### src/rtl/node_phase_ctrl.sv
// Per-node EER-RL round sequencer: setup/cluster/schedule phases, packet gating into node-info,
// TDMA slot/frame counting and own-slot transmit requests. Optional DROP_CNT_EN adds drop_count.
module node_phase_ctrl #(
  parameter int FRAME_SLOTS  = 16,
  parameter int ROUND_FRAMES = 8,
  parameter int TIMEOUT      = 1024,
  parameter int CNT_W        = 16
) (
  input  logic        clk,
  input  logic        nrst,
  input  logic        start,
  input  logic        pkt_valid,
  input  logic [2:0]  pkt_type,
  input  logic        role,
  input  logic        low_E,
  input  logic [15:0] my_timeslot,
  input  logic        slot_tick,
  input  logic        tx_ack,
  output logic        en_MNI,
  output logic [2:0]  fPktType,
  output logic [2:0]  phase,
  output logic        tx_req,
  output logic [2:0]  tx_pkt_type,
  output logic        round_done,
  output logic        timeout
`ifdef DROP_CNT_EN
  ,
  output logic [7:0]  drop_count
`endif
);

  localparam int SLOT_W  = (FRAME_SLOTS > 1) ? $clog2(FRAME_SLOTS) : 1;
  localparam int FRAME_W = (ROUND_FRAMES > 1) ? $clog2(ROUND_FRAMES) : 1;
  localparam logic [SLOT_W-1:0]  SLOT_LAST  = SLOT_W'(FRAME_SLOTS - 1);
  localparam logic [FRAME_W-1:0] FRAME_LAST = FRAME_W'(ROUND_FRAMES - 1);
  localparam logic [CNT_W-1:0]   WD_LAST    = CNT_W'(TIMEOUT - 1);

  localparam logic [2:0] T_HB    = 3'b000;
  localparam logic [2:0] T_CH    = 3'b001;
  localparam logic [2:0] T_SCHED = 3'b100;
  localparam logic [2:0] T_DATA  = 3'b101;

  typedef enum logic [2:0] {
    IDLE    = 3'd0,
    SETUP   = 3'd1,
    CLUSTER = 3'd2,
    SCHED   = 3'd3,
    STEADY  = 3'd4
  } phase_t;

  phase_t             state, state_d;
  logic [CNT_W-1:0]   wd_cnt, wd_d;
  logic [SLOT_W-1:0]  slot_cnt, slot_d;
  logic [FRAME_W-1:0] frame_cnt, frame_d;
  logic               ch_pend, ch_pend_d;
  logic               en_d, done_d, to_d, tx_req_d;
  logic [2:0]         type_d, tx_type_d;
  logic               accept;

  assign phase = state;

  // A packet is accepted only when its type is the one the current phase waits for;
  // a low-energy abort in STEADY swallows the data packet of that cycle.
  always_comb begin
    accept = 1'b0;
    if (pkt_valid) begin
      case (state)
        SETUP:   accept = (pkt_type == T_HB);
        CLUSTER: accept = (pkt_type == T_CH);
        SCHED:   accept = (pkt_type == T_SCHED);
        STEADY:  accept = (pkt_type == T_DATA) && !low_E;
        default: accept = 1'b0;
      endcase
    end
  end

  // NOTE: every signal driven here gets a default first, so no path can leave one
  // unassigned and infer a latch.
  always_comb begin
    state_d   = state;
    wd_d      = wd_cnt;
    slot_d    = slot_cnt;
    frame_d   = frame_cnt;
    ch_pend_d = 1'b0;
    en_d      = 1'b0;
    type_d    = fPktType;
    done_d    = 1'b0;
    to_d      = 1'b0;
    tx_req_d  = tx_req;
    tx_type_d = tx_pkt_type;

    if (tx_req && tx_ack) tx_req_d = 1'b0;

    // Cluster head issues the schedule the cycle after its CH announce was accepted.
    if (ch_pend && role && !tx_req) begin
      tx_req_d  = 1'b1;
      tx_type_d = T_SCHED;
    end

    case (state)
      IDLE: begin
        if (start) begin
          state_d = SETUP;
          wd_d    = '0;
        end
      end
      SETUP, CLUSTER, SCHED: begin
        if (accept) begin
          wd_d = '0;
          case (state)
            SETUP:   state_d = CLUSTER;
            CLUSTER: begin
              state_d   = SCHED;
              ch_pend_d = 1'b1;
            end
            default: begin
              state_d = STEADY;
              slot_d  = '0;
              frame_d = '0;
            end
          endcase
        end else if (wd_cnt == WD_LAST) begin
          state_d = IDLE;
          to_d    = 1'b1;
          wd_d    = '0;
        end else begin
          wd_d = wd_cnt + 1'b1;
        end
      end
      STEADY: begin
        if (low_E) begin
          state_d = SETUP;
          done_d  = 1'b1;
          slot_d  = '0;
          frame_d = '0;
          wd_d    = '0;
        end else if (slot_tick) begin
          if ((16'(slot_cnt) == my_timeslot) && !tx_req) begin
            tx_req_d  = 1'b1;
            tx_type_d = T_DATA;
          end
          if (slot_cnt == SLOT_LAST) begin
            slot_d = '0;
            if (frame_cnt == FRAME_LAST) begin
              frame_d = '0;
              state_d = IDLE;
              done_d  = 1'b1;
            end else begin
              frame_d = frame_cnt + 1'b1;
            end
          end else begin
            slot_d = slot_cnt + 1'b1;
          end
        end
      end
      default: state_d = IDLE;
    endcase

    if (accept) begin
      en_d   = 1'b1;
      type_d = pkt_type;
    end
  end

  // NOTE: sequential state uses non-blocking assignments so every register samples
  // the pre-edge values computed above, independent of statement order.
  always_ff @(posedge clk or negedge nrst) begin
    if (!nrst) begin
      state       <= IDLE;
      wd_cnt      <= '0;
      slot_cnt    <= '0;
      frame_cnt   <= '0;
      ch_pend     <= 1'b0;
      en_MNI      <= 1'b0;
      fPktType    <= 3'b000;
      round_done  <= 1'b0;
      timeout     <= 1'b0;
      tx_req      <= 1'b0;
      tx_pkt_type <= 3'b000;
    end else begin
      state       <= state_d;
      wd_cnt      <= wd_d;
      slot_cnt    <= slot_d;
      frame_cnt   <= frame_d;
      ch_pend     <= ch_pend_d;
      en_MNI      <= en_d;
      fPktType    <= type_d;
      round_done  <= done_d;
      timeout     <= to_d;
      tx_req      <= tx_req_d;
      tx_pkt_type <= tx_type_d;
    end
  end

`ifdef DROP_CNT_EN
  always_ff @(posedge clk or negedge nrst) begin
    if (!nrst) begin
      drop_count <= 8'd0;
    end else if (pkt_valid && !accept && (drop_count != 8'hFF)) begin
      drop_count <= drop_count + 8'd1;
    end
  end
`endif

endmodule

### config.mk
export PLATFORM = sky130hd
export DESIGN_NAME = node_phase_ctrl
export DESIGN_NICKNAME = d
export VERILOG_FILES = /design/src/rtl/node_phase_ctrl.sv
export SDC_FILE = /design/constraint.sdc
export NUM_CORES = 1
export LEC_CHECK = 0
export CORE_ASPECT_RATIO = 0.8
export CORE_MARGIN = 3
export CORE_UTILIZATION = 47
export CTS_CLUSTER_SIZE = 12
export DETAILED_ROUTE_END_ITERATION = 10
export PLACE_DENSITY = 0.82
export SYNTH_ARGS = -nofsm -noshare
export SYNTH_HDL_FRONTEND = slang
export SYNTH_SLANG_ARGS = --single-unit
### constraint.sdc
create_clock -name clk -period 6.5 [get_ports clk]
set_clock_uncertainty 0.15 [all_clocks]
set_input_delay 1.95 -clock clk [delete_from_list [all_inputs] [get_ports clk]]
set_output_delay 1.95 -clock clk [all_outputs]
set_load 0.05 [all_outputs]
### Word level (Yosys, flattened, before mapping)

Index checks and enable logic that the tools add are counted.

| word-level totals | value |
|---|---|
| bits in registers | 37 |
| input bits | 27 |
| output and inout port bits | 13 |

| operators by class | value |
|---|---|
| add/subtract/negate cells | 3 |
| equal/unequal tests | 19 |
| multiplexer cells | 52 |
| reductions and logical operators | 17 |

Operator list:

| cell | number |
|---|---|
| 2-to-1 mux 16 bit | 4 |
| 2-to-1 mux 3 bit | 18 |
| case mux 16 bit (3 select lines) | 1 |
| 2-to-1 mux 4 bit | 5 |
| 2-to-1 mux 1 bit | 19 |
| adder 16 x 1 -> 16 bit (second input constant) | 1 |
| equality test 16 x 10 -> 1 bit (second input constant) | 1 |
| equality test 4 x 16 -> 1 bit | 1 |
| equality test 3 bit (second input constant) | 4 |
| != test 3 bit (second input constant) | 4 |
| case mux 3 bit (2 select lines) | 2 |
| AND reduction 5 bit | 2 |
| case mux 3 bit (3 select lines) | 1 |
| != test 2 bit (second input constant) | 4 |
| case mux 4 bit (2 select lines) | 1 |
| equality test 3 x 1 -> 1 bit (second input constant) | 2 |
| equality test 3 x 2 -> 1 bit (second input constant) | 2 |
| zero test 3 bit | 2 |
| logical AND 1 bit | 5 |
| adder 4 x 1 -> 4 bit (second input constant) | 1 |
| equality test 4 bit (second input constant) | 1 |
| case mux 1 bit (4 select lines) | 1 |
| AND reduction 4 bit | 1 |
| adder 3 x 1 -> 3 bit (second input constant) | 1 |
| other kinds (6) | 7 |

### Longest topological paths before layout

| logic depth | value |
|---|---|
| depth after elaboration | 7 |
| depth in mapped cells | 8 |

### Worst setup path before layout

OpenSTA, ideal clock, no wires.

| timing | value |
|---|---|
| kind | input to register |
| start point | input port low_E |
| end point | register frame_cnt[0] |
| setup time | 0.128 ns |
| arrival | 3.189 ns |
| data required time | 6.222 ns |
| slack | 3.033 ns |
| stages on the path | 5 |
| buffers on the path | 0 |
| cells stage by stage | nor4bb_1 -> a221o_1 -> a21oi_1 -> nor4_4 -> mux2_1 |

| on the way | value |
|---|---|
| longest elaborated chain between the ends | 6 |

RTL lines:

| element | line | RTL |
|---|---|---|
| start: declaration | 15 | `input logic low_E,` |
| zero test 1 bit | 71 | `STEADY: accept = (pkt_type == T_DATA) && !low_E;` |
| logical AND 1 bit | 71 |  |
| case mux 1 bit (4 select lines) | 67 | `case (state)` |
| 2-to-1 mux 1 bit | 66 | `if (pkt_valid) begin` |
| != test 2 bit (no line) | - |  |
| AND reduction 5 bit (no line) | - |  |
| end signal: assignment | 184 | `frame_cnt <= frame_d;` |
| end: declaration | 54 | `logic [FRAME_W-1:0] frame_cnt, frame_d;` |

Several ways; a longest one is shown, not always the timed one.
A chain may end at the register's enable or synchronous reset.

### Worst setup path in the final report

| timing | value |
|---|---|
| start point | input port low_E |
| end point | register slot_cnt[2] |

| on the way | value |
|---|---|
| longest elaborated chain between the ends | 6 |

RTL lines:

| element | line | RTL |
|---|---|---|
| zero test 1 bit | 71 |  |
| logical AND 1 bit | 71 |  |
| case mux 1 bit (4 select lines) | 67 |  |
| 2-to-1 mux 1 bit | 66 |  |
| != test 2 bit (no line) | - |  |
| AND reduction 4 bit (no line) | - |  |
| end signal: assignment | 183 | `slot_cnt <= slot_d;` |
| end: declaration | 53 | `logic [SLOT_W-1:0] slot_cnt, slot_d;` |

Several ways; a longest one is shown, not always the timed one.

==> impl_metrics.tcl <==
set metrics [dict create \
    status "completed" \
    required_ps 6520 \
    cts_buffers 5 \
    netlist_instances 218 \
    holdPathStages 1 \
    cts_tree "yes" \
    end_kind "register" \
    clk_pin_slew_ps 70 \
    finalHoldViolCount 0 \
    finalInstanceArea_mm2 0.00261 \
    core_area_mm2 0.00426 \
    dieHeight_um 65.9 \
    grt_max_degree 38 \
    ys_warn_count 0 \
    postCtsSetupBuffers 0 \
    rsz0062_at_grt "no" \
    tightest_slew_ps 616 \
    num_rows 21 \
    grt_overflow 0 \
    synth_cell_types 54 \
    p_leak_nw 1.08 \
    dieArea_mm2 0.00532 \
    num_vias 1823 \
    drive_gt1_share_pct 8.53 \
    clock_latency_ps 290 \
    crit_fanout 20 \
    post-route-period-util_pct 61.8 \
    synth-edff-count 0 \
    cts_buffer_depth 2 \
    via_per_inst 5.79 \
    wl_met1_um 2140 \
    grt_pass1_wl_um 8020 \
    syn2layout_area_growth_pct 24.1 \
    fmax_ghz 0.249 \
    grtUsageTotal_pct 19.5 \
    power_density_mw_per_mm2 305 \
    root_buffer "clkbuf_8" \
    first_global_vias 1736 \
    async_reset_ff_share_pct 100 \
    top_layer "met4" \
    avgSynthCellArea_um2 9.65 \
    arrival_ps 4040 \
    start_util_pct 49.4 \
    multi_input_area_mm2 0.00107 \
    drc 0 \
    cts_resized 0 \
    firstDrtPassIters 4 \
    hp-class "reg2reg" \
    finalSetupViolCount 0 \
    period_needed_ps 4020 \
    wl_met2_um 2260 \
    mostFrequentLayoutCell "clkdlybuf4s50_1" \
    syn_nets 249 \
    crit_type "in2reg" \
    io-pin-count 40 \
    wirelength_um 4730 \
    drv_slew 0 \
    maxCapViolations 0 \
    antenna_found_initial 0 \
    antenna_cells 0 \
    nNetsFinal 289 \
    setup-tns-final_ps 0 \
    place_area_mm2 0.00253 \
    dp_hpwl_um 3400 \
    cts.sinks 37 \
    avgRoutedWirePerCell_um 15.0 \
    synth_area_mm2 0.00210 \
    gp_congestion 0.871 \
    port_buffers 39 \
    drt_iter0_drc 119 \
    seqCellArea_um2 926 \
    synthFlopType "dfrtp_1" \
    fillers 355 \
    die_w_um 80.8 \
    wl_met3_um 282 \
    yosysSeqAreaShare_pct 44.0 \
    irDropWorstVdd_uv 243 \
    slew_headroom_pct 58.9 \
    crit_path_start_kind "primary input" \
    cts_max_level 2 \
    postRouteAntennaNets 0 \
    ff2ff_path_depth 6 \
    layout_common_cells "39 x clkdlybuf4s50_1, 37 x dfrtp_1, 21 x nand2_1" \
    hold_buffers 0 \
    ys_ff_latch 37 \
]
critical path, cell delays in order:
cell and delay, ps:
clkdlybuf4s50_1 520, nor4bb_1 320, a221o_1 250, a31oi_1 100
buf_4 230, or2_2 340, a221o_2 330
registers in the layout (all words and copies together) (netlist names):
signal / cells
en_MNI: 1
phase: 3
round_done: 1
tx_req: 1
fPktType: 3
frame_cnt: 3
slot_cnt: 4
timeout: 1
ch_pend: 1
wd_cnt: 16
tx_pkt_type: 3
power by group:
| part | internal (mW) | switching [mW] | leakage [nW] |
|---|---|---|---|
| logic | 0.122 | 0.199 | 0.541 |
| registers | 0.266 | 0.0490 | 0.499 |
| clock network | 0.0841 | 0.0766 | 0.0443 |
| total | 0.472 | 0.325 | 1.08 |
cell type report:
| class | instances | share of cell area [%] |
|---|---|---|
| Timing Repair Buffer | 41 | 15.5 |
| Tap cell | 57 | 2.73 |
| Multi-Input combinational cell | 158 | 40.9 |
| Sequential cell | 37 | 35.4 |
| Clock buffer | 7 | 3.30 |
| Inverter | 15 | 2.16 |
Yosys cell counts (4+ instances only):
cell     instances  area, um2
nand4_1          7       43.8
inv_1           15       56.3
a21oi_1          7       35.0
xor2_1           4       35.0
ha_1             4       50.1
a32o_1           4       40.0
a31oi_1          8       50.1
mux2i_1          5       50.1
nand3_1         11       55.1
dfrtp_1         37        926
nand2_1         21       78.8
nor2_1          12       45.0
nor3_1           8       40.0
and3_1           5       31.3
xnor2_1          5       43.8
o21ai_0         12       60.1
stage by stage:
step                      hold WS, ps  instances  setup slack (ps)  utilization (%)  power [mW]
after floorplan                   338        218              3030                -       0.545
after global placement            297        308              2280             59.3       0.631
after detailed placement          303        308              2200             59.3       0.641
after CTS                         319        315              2500             61.4       0.803
after global routing              325        315              2370             61.4       0.845
final                             314        315              2480             61.4       0.797
final timing paths:
check                                                end  slack (ps)                     start
worst max register to register   slot_cnt[2]$_DFFE_PN0P_        3980      phase[0]$_DFFE_PN0P_
worst max-delay path             slot_cnt[2]$_DFFE_PN0P_        2480                     low_E
max in group asynchronous        fPktType[1]$_DFFE_PN0P_        3940                      nrst
worst min-delay path            tx_pkt_type[2]$_DFF_PN0_         310  tx_pkt_type[2]$_DFF_PN0_
worst min register to register  tx_pkt_type[2]$_DFF_PN0_         310  tx_pkt_type[2]$_DFF_PN0_
min in group asynchronous       tx_pkt_type[0]$_DFF_PN0_        1930                      nrst
cell families after synthesis:
logic type / after synthesis / synth area share (%)
AOI/OAI and AO/OA: 51 / 17.1
xor gates and xnor gates: 9 / 3.75
DFF: 37 / 44.0
and+or+nand+nor: 87 / 24.0
adders and majority gates: 4 / 2.38
muxes: 7 / 3.45
buffers and inverters: 23 / 5.29
routing by layer:
layer / global-route usage (%) / vias to the layer above
li1: - / 873
met1: 26.8 / 889
met2: 29.2 / 54
met3: 5.45 / 7
met4: 6.96 / 0
met5: 0 / -
No activity file was read; power rests on OpenSTA's default activity.
